**config.mk**
```make
export PLATFORM = sky130hd
export DESIGN_NAME = alu_arbiter_flat
export DESIGN_NICKNAME = d
export VERILOG_FILES = /design/src/rtl/alu_arbiter_if.sv /design/src/rtl/alu_arbiter.sv /design/src/flat_wrapper.sv
export SDC_FILE = /design/constraint.sdc
export NUM_CORES = 1
export LEC_CHECK = 0
export ABC_AREA = 1
export CORE_AREA = 2 2 215 217
export DETAILED_ROUTE_END_ITERATION = 8
export DIE_AREA = 0 0 217 219
export SLEW_MARGIN = 40
export SYNTH_ARGS = -nofsm -noshare
export SYNTH_HDL_FRONTEND = slang
export SYNTH_SLANG_ARGS = --single-unit
```
**constraint.sdc**
```tcl
create_clock -name clk_i -period 1.78 [get_ports clk_i]
set_input_delay 0.178 -clock clk_i [delete_from_list [all_inputs] [get_ports clk_i]]
set_output_delay 0.178 -clock clk_i [all_outputs]
set_load 0.01 [all_outputs]
```
**src/rtl/alu_arbiter_if.sv**
```systemverilog
// Bundle of request, ALU and result signals between alu_arbiter and its environment.
// slave = arbiter's view, master = requesters/ALU/consumer view.
interface alu_arbiter_if #(
  parameter int unsigned TRANS_ID_BITS = 3,
  parameter int unsigned XLEN          = 64,
  parameter int unsigned FU_DATA_BITS  = 4 + 2 * XLEN
);
  logic                     req0_valid_i;
  logic                     req1_valid_i;
  logic                     req0_ready_o;
  logic                     req1_ready_o;
  logic [FU_DATA_BITS-1:0]  req0_data_i;
  logic [FU_DATA_BITS-1:0]  req1_data_i;
  logic [TRANS_ID_BITS-1:0] req0_trans_id_i;
  logic [TRANS_ID_BITS-1:0] req1_trans_id_i;
  logic [FU_DATA_BITS-1:0]  alu_data_o;
  logic [XLEN-1:0]          alu_result_i;
  logic                     alu_branch_res_i;
  logic                     res_valid_o;
  logic                     res_ready_i;
  logic [XLEN-1:0]          res_o;
  logic                     res_branch_o;
  logic                     res_port_o;
  logic [TRANS_ID_BITS-1:0] res_trans_id_o;

  modport slave (
    input  req0_valid_i, req1_valid_i, req0_data_i, req1_data_i,
    input  req0_trans_id_i, req1_trans_id_i,
    output req0_ready_o, req1_ready_o,
    output alu_data_o,
    input  alu_result_i, alu_branch_res_i,
    output res_valid_o, res_o, res_branch_o, res_port_o, res_trans_id_o,
    input  res_ready_i
  );

  modport master (
    output req0_valid_i, req1_valid_i, req0_data_i, req1_data_i,
    output req0_trans_id_i, req1_trans_id_i,
    input  req0_ready_o, req1_ready_o,
    input  alu_data_o,
    output alu_result_i, alu_branch_res_i,
    input  res_valid_o, res_o, res_branch_o, res_port_o, res_trans_id_o,
    output res_ready_i
  );
endinterface

```
**src/rtl/alu_arbiter.sv**
```systemverilog
// Round-robin arbiter sharing one combinational ALU between two requesters,
// with a 2-entry in-order result buffer.
module alu_arbiter #(
  parameter int unsigned TRANS_ID_BITS = 3,
  parameter int unsigned XLEN          = 64,
  parameter int unsigned FU_DATA_BITS  = 4 + 2 * XLEN
) (
  input  logic           clk_i,
  input  logic           rst_ni,
  input  logic           flush_i,
  alu_arbiter_if.slave   bus
);

  typedef enum logic {
    PORT0 = 1'b0,
    PORT1 = 1'b1
  } port_e;

  typedef struct packed {
    logic [XLEN-1:0]          result;
    logic                     branch;
    logic                     port;
    logic [TRANS_ID_BITS-1:0] trans_id;
  } entry_t;

  entry_t fifo_q [2];
  logic [1:0] count_q;
  logic       rd_ptr_q;
  logic       wr_ptr_q;
  port_e      last_grant_q;

  logic   can_accept;
  logic   gnt_valid;
  port_e  gnt_port;
  port_e  data_sel;
  logic   push;
  logic   pop;
  entry_t wr_entry;

  always_comb begin
    // A full buffer still accepts when its head is popped on the same edge.
    can_accept = rst_ni & ~flush_i &
                 ((count_q < 2'd2) | ((count_q == 2'd2) & bus.res_ready_i));

    gnt_port = PORT0;
    if (bus.req0_valid_i && bus.req1_valid_i) begin
      gnt_port = (last_grant_q == PORT0) ? PORT1 : PORT0;
    end else if (bus.req1_valid_i) begin
      gnt_port = PORT1;
    end
    gnt_valid = can_accept & (bus.req0_valid_i | bus.req1_valid_i);

    bus.req0_ready_o = gnt_valid & (gnt_port == PORT0);
    bus.req1_ready_o = gnt_valid & (gnt_port == PORT1);

    data_sel = PORT1;
    if (gnt_valid) begin
      data_sel = gnt_port;
    end else if (bus.req0_valid_i) begin
      data_sel = PORT0;
    end
    bus.alu_data_o = (data_sel == PORT0) ? bus.req0_data_i : bus.req1_data_i;

    push = gnt_valid;
    pop  = ~flush_i & (count_q != 2'd0) & bus.res_ready_i;

    wr_entry.result   = bus.alu_result_i;
    wr_entry.branch   = bus.alu_branch_res_i;
    wr_entry.port     = gnt_port;
    wr_entry.trans_id = (gnt_port == PORT0) ? bus.req0_trans_id_i : bus.req1_trans_id_i;

    bus.res_valid_o    = (count_q != 2'd0);
    bus.res_o          = fifo_q[rd_ptr_q].result;
    bus.res_branch_o   = fifo_q[rd_ptr_q].branch;
    bus.res_port_o     = fifo_q[rd_ptr_q].port;
    bus.res_trans_id_o = fifo_q[rd_ptr_q].trans_id;
  end

  always_ff @(posedge clk_i or negedge rst_ni) begin
    if (!rst_ni) begin
      count_q      <= '0;
      rd_ptr_q     <= 1'b0;
      wr_ptr_q     <= 1'b0;
      last_grant_q <= PORT1;
      for (int unsigned i = 0; i < 2; i++) begin
        fifo_q[i] <= '0;
      end
    end else if (flush_i) begin
      count_q  <= '0;
      rd_ptr_q <= 1'b0;
      wr_ptr_q <= 1'b0;
    end else begin
      if (push) begin
        fifo_q[wr_ptr_q] <= wr_entry;
        wr_ptr_q         <= ~wr_ptr_q;
        last_grant_q     <= gnt_port;
      end
      if (pop) begin
        rd_ptr_q <= ~rd_ptr_q;
      end
      case ({push, pop})
        2'b10:   count_q <= count_q + 2'd1;
        2'b01:   count_q <= count_q - 2'd1;
        default: count_q <= count_q;
      endcase
    end
  end

endmodule

```
**src/flat_wrapper.sv**
```systemverilog
// flat-port wrapper written by rule: the top's interface ports become plain ports
module alu_arbiter_flat 
#(
  parameter int unsigned TRANS_ID_BITS = 3,
  parameter int unsigned XLEN          = 64,
  parameter int unsigned FU_DATA_BITS  = 4 + 2 * XLEN
)
  (clk_i, rst_ni, flush_i, bus_req0_valid_i, bus_req1_valid_i, bus_req0_data_i, bus_req1_data_i, bus_req0_trans_id_i, bus_req1_trans_id_i, bus_req0_ready_o, bus_req1_ready_o, bus_alu_data_o, bus_alu_result_i, bus_alu_branch_res_i, bus_res_valid_o, bus_res_o, bus_res_branch_o, bus_res_port_o, bus_res_trans_id_o, bus_res_ready_i);
  alu_arbiter_if #(.TRANS_ID_BITS(TRANS_ID_BITS), .XLEN(XLEN), .FU_DATA_BITS(FU_DATA_BITS)) bus_i ();
  input  logic clk_i;
  input  logic rst_ni;
  input  logic flush_i;
  input wire logic [$bits(bus_i.req0_valid_i)-1:0] bus_req0_valid_i;
  input wire logic [$bits(bus_i.req1_valid_i)-1:0] bus_req1_valid_i;
  input wire logic [$bits(bus_i.req0_data_i)-1:0] bus_req0_data_i;
  input wire logic [$bits(bus_i.req1_data_i)-1:0] bus_req1_data_i;
  input wire logic [$bits(bus_i.req0_trans_id_i)-1:0] bus_req0_trans_id_i;
  input wire logic [$bits(bus_i.req1_trans_id_i)-1:0] bus_req1_trans_id_i;
  output wire logic [$bits(bus_i.req0_ready_o)-1:0] bus_req0_ready_o;
  output wire logic [$bits(bus_i.req1_ready_o)-1:0] bus_req1_ready_o;
  output wire logic [$bits(bus_i.alu_data_o)-1:0] bus_alu_data_o;
  input wire logic [$bits(bus_i.alu_result_i)-1:0] bus_alu_result_i;
  input wire logic [$bits(bus_i.alu_branch_res_i)-1:0] bus_alu_branch_res_i;
  output wire logic [$bits(bus_i.res_valid_o)-1:0] bus_res_valid_o;
  output wire logic [$bits(bus_i.res_o)-1:0] bus_res_o;
  output wire logic [$bits(bus_i.res_branch_o)-1:0] bus_res_branch_o;
  output wire logic [$bits(bus_i.res_port_o)-1:0] bus_res_port_o;
  output wire logic [$bits(bus_i.res_trans_id_o)-1:0] bus_res_trans_id_o;
  input wire logic [$bits(bus_i.res_ready_i)-1:0] bus_res_ready_i;
  assign bus_i.req0_valid_i = bus_req0_valid_i;
  assign bus_i.req1_valid_i = bus_req1_valid_i;
  assign bus_i.req0_data_i = bus_req0_data_i;
  assign bus_i.req1_data_i = bus_req1_data_i;
  assign bus_i.req0_trans_id_i = bus_req0_trans_id_i;
  assign bus_i.req1_trans_id_i = bus_req1_trans_id_i;
  assign bus_req0_ready_o = bus_i.req0_ready_o;
  assign bus_req1_ready_o = bus_i.req1_ready_o;
  assign bus_alu_data_o = bus_i.alu_data_o;
  assign bus_i.alu_result_i = bus_alu_result_i;
  assign bus_i.alu_branch_res_i = bus_alu_branch_res_i;
  assign bus_res_valid_o = bus_i.res_valid_o;
  assign bus_res_o = bus_i.res_o;
  assign bus_res_branch_o = bus_i.res_branch_o;
  assign bus_res_port_o = bus_i.res_port_o;
  assign bus_res_trans_id_o = bus_i.res_trans_id_o;
  assign bus_i.res_ready_i = bus_res_ready_i;
  alu_arbiter #(.TRANS_ID_BITS(TRANS_ID_BITS), .XLEN(XLEN), .FU_DATA_BITS(FU_DATA_BITS)) u_core (.clk_i(clk_i), .rst_ni(rst_ni), .flush_i(flush_i), .bus(bus_i));
endmodule
```
==> results.md <==
* Tmin final at 2.22 ns
* Critical Path RT at 1.60 ns
* Starting DRT DRC Count at 750
* Synth Net Count at 1,578
* Slew HR at 0.604
* Hold depth at 3
* DR WL/cell at 21.2 um
* GRT Total Usage at 0.200
* Yosys cell types at 17
* Slowest cell on the critical path: dfrtp_1
* Max-slew violation count at 0
* WL final at 52.6 mm
* Commonest non-fill, non-tap cells in the layout: nand2_1, clkdlybuf4s50_1, dfrtp_1
* Total of max-cap violations at 0
* Placeable Area at 0.0451 mm^2
* Synth-to-layout area growth at 124%
* Global-route wire length before repair at 69.6 mm
* Most common cell after layout, fill and taps aside: nand2_1
* Pwr Density at 783 mW/mm^2
* CTS sink count at 143
* TritonCTS clock tree: built
* Detailed Routing Iterations Pass 1 at 5
* Vias in the first global route at 10.6k
* R2R cell count at 15
* Worst hold path class: input pin to flop
* Vias at 11.1k
* Worst-path clk slew at 0.06 ns
* Status: finished, violations left
* Fin area at 0.0182 mm^2
* Final WS setup at -0.444 ns
* Post-synth EDFFs at 0
* Number of routed nets with antenna violations at 0
* Sequential-to-total area share from yosys stat at 0.440
* Cell area after synthesis at 0.00813 mm^2
* Leakage at 0.00878 uW
* Final GP Congestion at 0.890
* Vias per inst at 4.46
* Total grt overflow at 0
* Max Fclk at 0.450 GHz
* H-tree level count at 4
* Final hold viol count at 0
* Placed cell areas at 0.0147 mm^2
* Design Power at 14,200 uW
* Least-Margin Pin Slew at 0.595 ns
* Final Cycle Share at 1.25
* Flops & latches, synth at 143
* Die Footprint at 0.0475 mm^2
* Initial core utilization at 0.180
* Final setup violating endpoints at 160
* Crit Path Max Fanout at 6
* Ports at 545
* Final core utilization at 0.404
* Worst path arrival time at 2.05 ns
* Crit path capture type: output port
* Clock root buffer: clkbuf_16
* Hold slack at 0.328 ns
* Die W at 217 um
* Post-Syn Area per Cell at 6.57 um^2
* NumNets Final at 2,204
* Die Height at 219 um
* Crit Path Category: flop to output port
* Clock skew at 0.0107 ns
* TritonCTS Buffers at 17
* # fillers at 4,470
* Most frequently used flop master after synthesis: dfrtp_1
* Port bufs at 544
* Worst slack, placed at -0.976 ns
* Bufs on Longest Clock Path at 2
* Antenna violations before repair at 24
* CP max stage delay at 0.38 ns
* Peak supply drop at 0.476 mV
* Hpwl dp at 37.8 mm
* Cells after Synth at 1,237
* Clk_lat worst skew at 0.42 ns
* Fraction of layout cells with a size suffix above 1 at 0.366
* Pin count of the biggest net entering global routing at 59
* CP Cell Sequence: inv_2, nand2_2, nand2_4, nand2_8, inv_8, nand2_8, buf_12, clkbuf_16, clkbuf_16, nand3_2, nand2_1, buf_2
* RSZ-0062 raised after global routing: yes
* Drt drc at 0
* Failing checks: setup timing
* Post-synth ARST share at 1.00
* Number of cell rows at 78
* Crit start category: flop
* Synthesis Warnings at 0
==> routing by layer <==
| layer | GRT usage | share of wire | up-vias |
|---|---|---|---|
| li1 | - | - | 5155 |
| met1 | 0.266 | 0.42 | 5231 |
| met2 | 0.300 | 0.45 | 560 |
| met3 | 0.0682 | 0.092 | 112 |
| met4 | 0.0653 | 0.032 | 24 |
| met5 | 0.0219 | 0.0075 | - |
==> repair_timing <==
item,in CTS,in global routing
setup endpoints to repair,204,174
hold buffers,1,0
gates cloned,23,13
pin swaps,29,51
buffers inserted,40,16
resized for setup,1189,302
hold endpoints to repair,40,0
==> synthesized netlist by cell type, types with 2 or more instances <==
cell        n  area, um^2
buf_1       6        22.5
buf_2      45         225
buf_4       2        15.0
clkbuf_1   32         120
dfrtp_1   142        3550
inv_1      76         285
inv_2       4        15.0
nand2_1   633        2380
nand2_2     4        25.0
nand3_1   142         711
nor2_1      6        22.5
nor2_2      2        12.5
o21ai_0   139         696
==> per-stage QoR <==
step | TNS [ns] | instances
final | -49.53 | 2483
after global placement | -141.77 | 2361
after global routing | -61.74 | 2478
after detailed placement | -139.98 | 2361
after floorplan | 0 | 1237
after CTS | -60.10 | 2457
==> cells by family after synthesis <==
group | synth area share
buffers and inverters | 0.0854
AND/OR/NAND/NOR | 0.388
flip-flops | 0.440
AO/OA/AOI/OAI | 0.0862
==> sequential cells by signal (all words and copies together) (netlist names) <==
register	cells
u_core.last_grant_q	1
u_core.wr_ptr_q	1
u_core.rd_ptr_q	1
u_core.fifo_q	138
u_core.count_q	2
==> final timing paths <==
kind,startpoint,endpoint,slack [ns]
max reg2reg,u_core.count_q[0],u_core.last_grant_q,-0.01
max in group asynchronous,rst_ni,u_core.rd_ptr_q,0.25
max,u_core.count_q[0],bus_alu_data_o[33],-0.44
min reg2reg,u_core.fifo_q[54],u_core.fifo_q[54],0.47
min,bus_alu_result_i[58],u_core.fifo_q[63],0.33
min in group asynchronous,rst_ni,u_core.fifo_q[29],0.44
==> where the power goes <==
| group | leakage, uW | switching, uW | internal, uW | total [uW] |
|---|---|---|---|---|
| sequential | 0.00178 | 433 | 4120 | 4560 |
| combinational | 0.00669 | 2970 | 2930 | 5890 |
| clock | 0.000305 | 1490 | 2310 | 3800 |
| total | 0.00878 | 4890 | 9360 | 14200 |
==> area by class of cell <==
type                       count  area [um^2]  area share
inverter                      80          320      0.0176
clock buffer                  19          453      0.0249
sequential                   143         3580       0.197
antenna                        7         17.5    0.000962
multi-input combinational    928         5510       0.303
timing repair buffer         693         7390       0.406
clock inverter                13          176     0.00969
tap                          600          751      0.0412
==> worst max-delay path: cells and delay by family (launching register included) <==
kind	cells	cell delay, ns
buffers and inverters	6	0.78
AND/OR/NAND/NOR	6	0.43
flip-flops	1	0.38
(Power assumes the default switching activity.)
